`config.mk`:
```
export PLATFORM = sky130hd
export DESIGN_NAME = switch_port_arbiter
export DESIGN_NICKNAME = d
export VERILOG_FILES = /design/src/rtl/switch_port_arbiter.sv
export SDC_FILE = /design/constraint.sdc
export NUM_CORES = 1
export LEC_CHECK = 0
export ABC_AREA = 1
export BUFFER_PORTS_ARGS = -buffer_cell sky130_fd_sc_hd__buf_4
export CAP_MARGIN = 15
export CORE_MARGIN = 3
export CORE_UTILIZATION = 30
export CTS_CLUSTER_DIAMETER = 30
export DETAILED_ROUTE_END_ITERATION = 6
export GPL_ROUTABILITY_DRIVEN = 0
export PLACE_DENSITY = 0.48
export SLEW_MARGIN = 20
export SYNTH_ARGS = -nofsm -noshare
export SYNTH_HDL_FRONTEND = slang
export SYNTH_SLANG_ARGS = --single-unit
```
`constraint.sdc`:
```
create_clock -name clk -period 4.9 [get_ports clk]
set_input_delay 0.49 -clock clk [delete_from_list [all_inputs] [get_ports clk]]
set_output_delay 0.49 -clock clk [all_outputs]
set_load 0.03 [all_outputs]
```
`src/rtl/switch_port_arbiter.sv`:
```
// Round-robin per-output arbiter for the 4-port switch; grants are held for a whole packet.
// Optional macro ARB_TIMEOUT_EN adds a per-output hold limit (MAX_HOLD) with forced release.
module switch_port_arbiter #(
  parameter int NPORTS   = 4,
  parameter int MAX_HOLD = 16
) (
  input  logic                     clk,
  input  logic                     reset,
  input  logic [NPORTS-1:0]        valid_in,
  input  logic [8*NPORTS-1:0]      addr_in,
  input  logic [NPORTS-1:0]        rcv_rdy,
  output logic [NPORTS*NPORTS-1:0] out_sel,
  output logic [NPORTS-1:0]        in_gnt,
  output logic [NPORTS-1:0]        port_busy,
  output logic [NPORTS-1:0]        timeout_evt
);

  typedef enum logic {IDLE, HOLD} state_t;

  state_t            state_q [NPORTS];
  state_t            state_d [NPORTS];
  logic [1:0]        src_q   [NPORTS];
  logic [1:0]        src_d   [NPORTS];
  logic [1:0]        rr_q    [NPORTS];
  logic [1:0]        rr_d    [NPORTS];
  logic [NPORTS-1:0] req     [NPORTS];
  logic [NPORTS-1:0] gnt;
  logic [NPORTS-1:0] blocked;
  logic              unused_addr_bits;

`ifdef ARB_TIMEOUT_EN
  localparam int CW = $clog2(MAX_HOLD) + 1;
  logic [CW-1:0]     cnt_q [NPORTS];
  logic [CW-1:0]     cnt_d [NPORTS];
  logic [NPORTS-1:0] blocked_q;
  logic [NPORTS-1:0] block_set;
  logic [NPORTS-1:0] evt_d;
  assign blocked = blocked_q;
`else
  localparam int unused_max_hold = MAX_HOLD;
  assign blocked     = '0;
  assign timeout_evt = '0;
`endif

  // First requester at or after ptr, wrapping through the 2-bit index.
  function automatic logic [1:0] pick(input logic [NPORTS-1:0] r, input logic [1:0] ptr);
    logic [1:0] idx;
    logic       found;
    pick  = ptr;
    found = 1'b0;
    for (int unsigned k = 0; k < NPORTS; k++) begin
      idx = ptr + 2'(k);
      if (!found && r[idx]) begin
        pick  = idx;
        found = 1'b1;
      end
    end
  endfunction

  always_comb begin
    gnt       = '0;
    out_sel   = '0;
    port_busy = '0;
    for (int unsigned o = 0; o < NPORTS; o++) begin
      if (state_q[o] == HOLD) begin
        gnt[src_q[o]]                  = 1'b1;
        port_busy[o]                   = 1'b1;
        out_sel[NPORTS*o +: NPORTS]    = NPORTS'(1) << src_q[o];
      end
    end
  end

  assign in_gnt = gnt;

  always_comb begin
    unused_addr_bits = 1'b0;
    for (int unsigned o = 0; o < NPORTS; o++) begin
      req[o] = '0;
      for (int unsigned i = 0; i < NPORTS; i++) begin
        req[o][i] = valid_in[i] && (addr_in[8*i +: 2] == 2'(o)) && !gnt[i] && !blocked[i];
      end
      unused_addr_bits = unused_addr_bits ^ (^addr_in[8*o+2 +: 6]);
    end
  end

  always_comb begin
`ifdef ARB_TIMEOUT_EN
    block_set = '0;
    evt_d     = '0;
`endif
    for (int unsigned o = 0; o < NPORTS; o++) begin
      state_d[o] = state_q[o];
      src_d[o]   = src_q[o];
      rr_d[o]    = rr_q[o];
`ifdef ARB_TIMEOUT_EN
      cnt_d[o]   = '0;
`endif
      case (state_q[o])
        IDLE: begin
          if (rcv_rdy[o] && (|req[o])) begin
            state_d[o] = HOLD;
            src_d[o]   = pick(req[o], rr_q[o]);
          end
        end
        HOLD: begin
          if (!valid_in[src_q[o]]) begin
            state_d[o] = IDLE;
            rr_d[o]    = src_q[o] + 2'd1;
          end
`ifdef ARB_TIMEOUT_EN
          else if (cnt_q[o] == CW'(MAX_HOLD - 1)) begin
            state_d[o]          = IDLE;
            rr_d[o]             = src_q[o] + 2'd1;
            evt_d[o]            = 1'b1;
            block_set[src_q[o]] = 1'b1;
          end else begin
            cnt_d[o] = cnt_q[o] + 1'b1;
          end
`endif
        end
        default: state_d[o] = IDLE;
      endcase
    end
  end

  always_ff @(posedge clk) begin
    if (!reset) begin
      for (int unsigned o = 0; o < NPORTS; o++) begin
        state_q[o] <= IDLE;
        src_q[o]   <= '0;
        rr_q[o]    <= '0;
      end
    end else begin
      for (int unsigned o = 0; o < NPORTS; o++) begin
        state_q[o] <= state_d[o];
        src_q[o]   <= src_d[o];
        rr_q[o]    <= rr_d[o];
      end
    end
  end

`ifdef ARB_TIMEOUT_EN
  // A force-released input stays masked until its packet finally ends.
  always_ff @(posedge clk) begin
    if (!reset) begin
      for (int unsigned o = 0; o < NPORTS; o++) cnt_q[o] <= '0;
      blocked_q   <= '0;
      timeout_evt <= '0;
    end else begin
      for (int unsigned o = 0; o < NPORTS; o++) cnt_q[o] <= cnt_d[o];
      blocked_q   <= (blocked_q | block_set) & valid_in;
      timeout_evt <= evt_d;
    end
  end
`endif

endmodule

```
Yosys cells after proc, flatten, opt, wreduce, memory -nomap -nowiden

Memories as Yosys holds them, arrays and structs flattened.
Cells that the tools add are included.

Word-level logic and storage cells: 304
Memories kept: 3
RAM bits: 20
Register bits after elaboration: 0
Output and inout port bits: 28

Memories:

| name    | depth | width | rd ports | clocked after memory_dff | write ports | line | text |
|---|---|---|---|---|---|---|---|
| rr_q    | 4     | 2     | 4        | 0                        | 4           | 24   | `logic [1:0] rr_q [NPORTS];` |
| src_q   | 4     | 2     | 4        | 0                        | 4           | 22   | `logic [1:0] src_q [NPORTS];` |
| state_q | 4     | 1     | 4        | 0                        | 4           | 20   | `state_t state_q [NPORTS];` |

Muxes and demuxes: 150
Bitwise logic cells: 19
Magnitude comparators: 24
Reduce and logical (&&, ||, !) cells: 76
$add $sub $neg: 16
Shift operators: 4
Equality and inequality tests: 12

Operators by type and width:

| operator                                                                             | number |
|---|---|
| 1-bit 2-to-1 mux                                                                     | 78 |
| 2-bit 2-to-1 mux                                                                     | 36 |
| 2-bit by 3-bit < comparator with 1-bit output (second input constant)                | 20 |
| 1-bit logical AND                                                                    | 52 |
| 1-bit binary-select mux with 2-bit select                                            | 20 |
| 4-bit 2-to-1 mux                                                                     | 8 |
| 2-bit by 1-bit adder with 2-bit output (second input constant)                       | 8 |
| 2-bit adder (second input constant)                                                  | 8 |
| 2-bit == test (second input constant)                                                | 8 |
| 1-bit logical NOT                                                                    | 16 |
| 4-bit OR reduction                                                                   | 4 |
| 1-bit by 2-bit << shifter with 4-bit output (first input constant)                   | 4 |
| 1-bit bitwise OR                                                                     | 12 |
| 4-bit bitwise OR                                                                     | 3 |
| 1-bit demux with 2-bit select                                                        | 4 |
| 2-bit by 1-bit == test with 1-bit output (second input constant)                     | 4 |
| 2-bit by 1-bit greater-or-equal comparator with 1-bit output (second input constant) | 4 |
| 2-bit logical NOT                                                                    | 4 |
| 1-bit one-hot mux with 2 select lines                                                | 4 |
| 1-bit NOT                                                                            | 4 |

Depth between registers and ports, before layout

An unclocked memory read counts as a cell.

Depth after elaboration: 35
Gate-level depth with buffers: 17
Gate-level depth less buffers: 16

Worst setup path before layout

OpenSTA, ideal clock, no wires.

Kind: reg2reg
Start point: memory src_q[1][0]
End point: memory src_q[3][1]
Stages on the path, launching flop included: 14
Required time: 4.781 ns
Path buffers: 1
Setup slack: 3.007 ns
Arrival: 1.774 ns
Clock period less this slack: 1.893 ns
Cell sequence: dfxtp_1 -> inv_1 -> ha_1 -> nand2_1 -> nand2_1 -> nor2_2 -> buf_6 -> inv_2 -> nor3_1 -> o21ai_1 -> nor2_1 -> inv_1 -> a21oi_1 -> a21oi_1

RTL lines:

| what            | line |
|---|---|
| start, declared | 22 |

==> results.py <==
metrics = {
    "timing": {
        "hold_viol": 0,
        "slew_viol_final": 0,
        "finClkSkew_ps": 3.258,
        "period_needed_ps": 2585,
        "grt_setup_unrepaired": "no",
        "slew_headroom_pct": 57.90,
        "setup_tns_ps": 0,
        "max_freq_mhz": 386.8,
        "timing.final.crit_share_pct": 52.76,
        "tightestPinTransition_ps": 630.8,
        "holdWs_ps": 547.1,
        "setup-violations-final": 0,
    },
    "place": {
        "dp.cells": 559,
        "place_hpwl_mm": 6.094,
        "place_area_um2": 2811,
        "port_buffers": 41,
    },
    "yosys": {
        "synth_commonest_cells": "nand2_1, inv_1, nand3_1, a21oi_1, o21ai_0",
        "syn_area_um2": 2502,
        "async_flop_share_pct": 0,
        "synth.area.top_cells": "nand2_1, dfxtp_1, nand3_1, inv_1, ha_1",
        "synth_edf_count": 0,
        "yosysMostFrequentCell": "nand2_1",
        "postSynthRegisterBits": 20,
        "ys.flop_type": "dfxtp_1",
        "synth_cells": 430,
        "syn_avg_cell_area_um2": 5.820,
        "yosysSeqAreaShare_pct": 16.00,
        "synth_top_area_share_pct": 19.20,
        "synth_top_area_cell": "nand2_1",
        "ys_types": 29,
        "ys.warnings.count": 0,
    },
    "layout": {
        "stdcell_count": 562,
        "layout.nets": 520,
        "antenna_cells": 0,
        "synthToLayoutAreaGrowth_pct": 14.00,
        "fillers": 936,
        "layout-drive-gt1-share_pct": 15.43,
        "final_area_um2": 2853,
    },
    "global_routing": {
        "grt_max_degree": 16,
        "grt_first_pass_wirelength_mm": 12.28,
        "grt_pass1_vias": 2512,
        "grt_usage_pct": 15.67,
        "antenna_found_initial": 0,
        "grt-ovfl-total": 0,
    },
    "worst_hold_path": {
        "min_from": "rcv_rdy[3]",
        "holdPathStages": 3,
        "worstHoldEndpoint": "state_q[3]",
        "hp-class": "in -> reg",
    },
    "power_and_ir_drop": {
        "p_switching_mw": 0.2555,
        "power_frac_clock_pct": 19.2,
        "internal_power_mw": 0.3206,
        "p_leak_nw": 1.656,
        "powerDensity_nw_per_um2": 202.0,
        "p_sw_share_pct": 44.35,
        "pwr-share-seq_pct": 34.9,
        "peakVddDrop_mv": 0.08369,
        "comb_power_share_pct": 45.9,
    },
    "floorplan": {
        "fp.dieW_um": 97.33,
        "die-area_um2": 9473,
        "chipHeight_um": 97.33,
        "num_rows": 32,
        "coreArea_um2": 7928,
        "initial_core_util_pct": 31.57,
        "pin_count": 70,
    },
    "clock_network": {
        "clk_pin_slew_ps": 80,
        "cts_root_buffer": "clkbuf_8",
        "cts_tree": "yes",
        "postCtsSetupBuffers": 0,
        "holdBufCountCts": 0,
        "cts_sinks": 20,
        "cts_made_buffers": 3,
        "cts_buffer_depth": 2,
        "cts_resized": 0,
        "insertion_delay_ps": 260,
        "htree_levels": 1,
    },
    "route": {
        "wirelength_mm": 7.447,
        "firstDrtPassIters": 4,
        "met1_length_mm": 3.545,
        "routed-wl-met3_um": 290,
        "wl_per_cell_um": 13.25,
        "drt_iter0_drc": 104,
        "ant_nets": 0,
        "via_count": 2747,
        "drt-vias-per-instance": 4.888,
        "drc": 0,
        "highest_layer": "met4",
        "wl_met2_mm": 3.538,
    },
    "setup_path": {
        "rrSetupSlack_ps": 2310,
        "worstPathArrival_ps": 2750,
        "critPathRequiredTime_ps": 5060,
        "crit_type": "reg -> reg",
        "reg2reg_to": "src_q[2][0]",
        "ff2ff_path_depth": 14,
        "r2r-start": "src_q[1][0]",
        "worst-path-max-fanout": 12,
        "critPathCaptureType": "flop",
        "worstSetupStartpointType": "flop",
    },
    "flow_run": {
        "drv_cap": 0,
    },
    "status": {
        "status": "finished, final reports clean",
    },
}
critical path: stages, from the launching register on:
cell      delay [ps]
dfxtp_1          480
inv_1            130
ha_1             210
nand2_1          130
nand2_1           80
nor2_2           500
nand3_1          210
nand3_1          130
nand2_1           70
nor2_1           140
nand2_1           90
nand3_1           90
o211ai_1         100
nand2_1           80
inv_1             40
state kept, by name (all words and copies together), names as in the netlist:
signal   cells
rr_q         8
src_q        8
state_q      4
per-layer routing:
| metal | global-route usage, % | vias to the layer above |
|---|---|---|
| met5 | 0 | - |
| met4 | 1.917 | 0 |
| met3 | 2.297 | 6 |
| met2 | 27.49 | 57 |
| met1 | 20.93 | 1239 |
| li1 | - | 1445 |
kinds of logic after synthesis:
kind of cell,synth area share [%]
xor+xnor,1.400
compound gates,11.55
fa+ha+maj,8.000
simple gates,47.50
buf+inv,15.40
flops,16.00
other cells,0.1499
placed cells by master, fill, tap and decap left out:
master    count
nand3_2       5
nor2_2        6
clkbuf_8      3
dfxtp_1      20
nand2_1     128
nor3_2        2
nor2_4        1
nor2_1       22
xor2_1        4
nand2_2       5
a41oi_1       1
nor3_1        1
buf_4        41
nor3_4        2
o21ai_0      24
nand3_1      60
nand4_1      14
conb_1        4
inv_2         2
a31oi_1       2
inv_1        64
o211ai_1      1
nand4_2       4
ha_1         16
a21oi_1      27
o21ai_1       1
cell type report:
cell class,instances,area [µm²],area share (%)
Multi-Input combinational cell,330,1728,60.57
Sequential cell,20,400.4,14.04
Timing Repair Buffer,41,307.8,10.79
Inverter,66,247.7,8.684
Tap cell,102,127.6,4.474
Clock buffer,3,41.29,1.447
worst max-delay path by stage:
stage,depth (start not counted),startpoint,to,slack (ps)
final,14,src_q[1][0],src_q[2][0],2310
after global routing,14,src_q[1][0],src_q[1][1],2020
after CTS,14,src_q[1][0],src_q[1][1],2340
after detailed placement,14,src_q[1][0],src_q[1][1],2360
after global placement,14,src_q[1][0],src_q[1][1],2350
after floorplan,13,src_q[1][0],src_q[3][1],3010
stage by stage:
step	power (mW)	setup slack, ps	util [%]
final	0.5761	2315	35.98
after global routing	0.6277	2019	35.98
after CTS	0.5808	2342	35.98
after detailed placement	0.4696	2363	35.46
after global placement	0.4694	2353	35.46
after floorplan	0.4052	3007	-
power groups by stage:
stage          logic [mW]  registers [mW]  clock network (mW)
6_report            0.265           0.201               0.110
3_3_place_gp        0.264           0.205                   0
2_1_floorplan       0.212           0.193                   0
5_1_grt             0.303           0.204               0.121
4_1_cts             0.266           0.201               0.114
3_5_place_dp        0.265           0.204                   0
(Power assumes the default switching activity.)
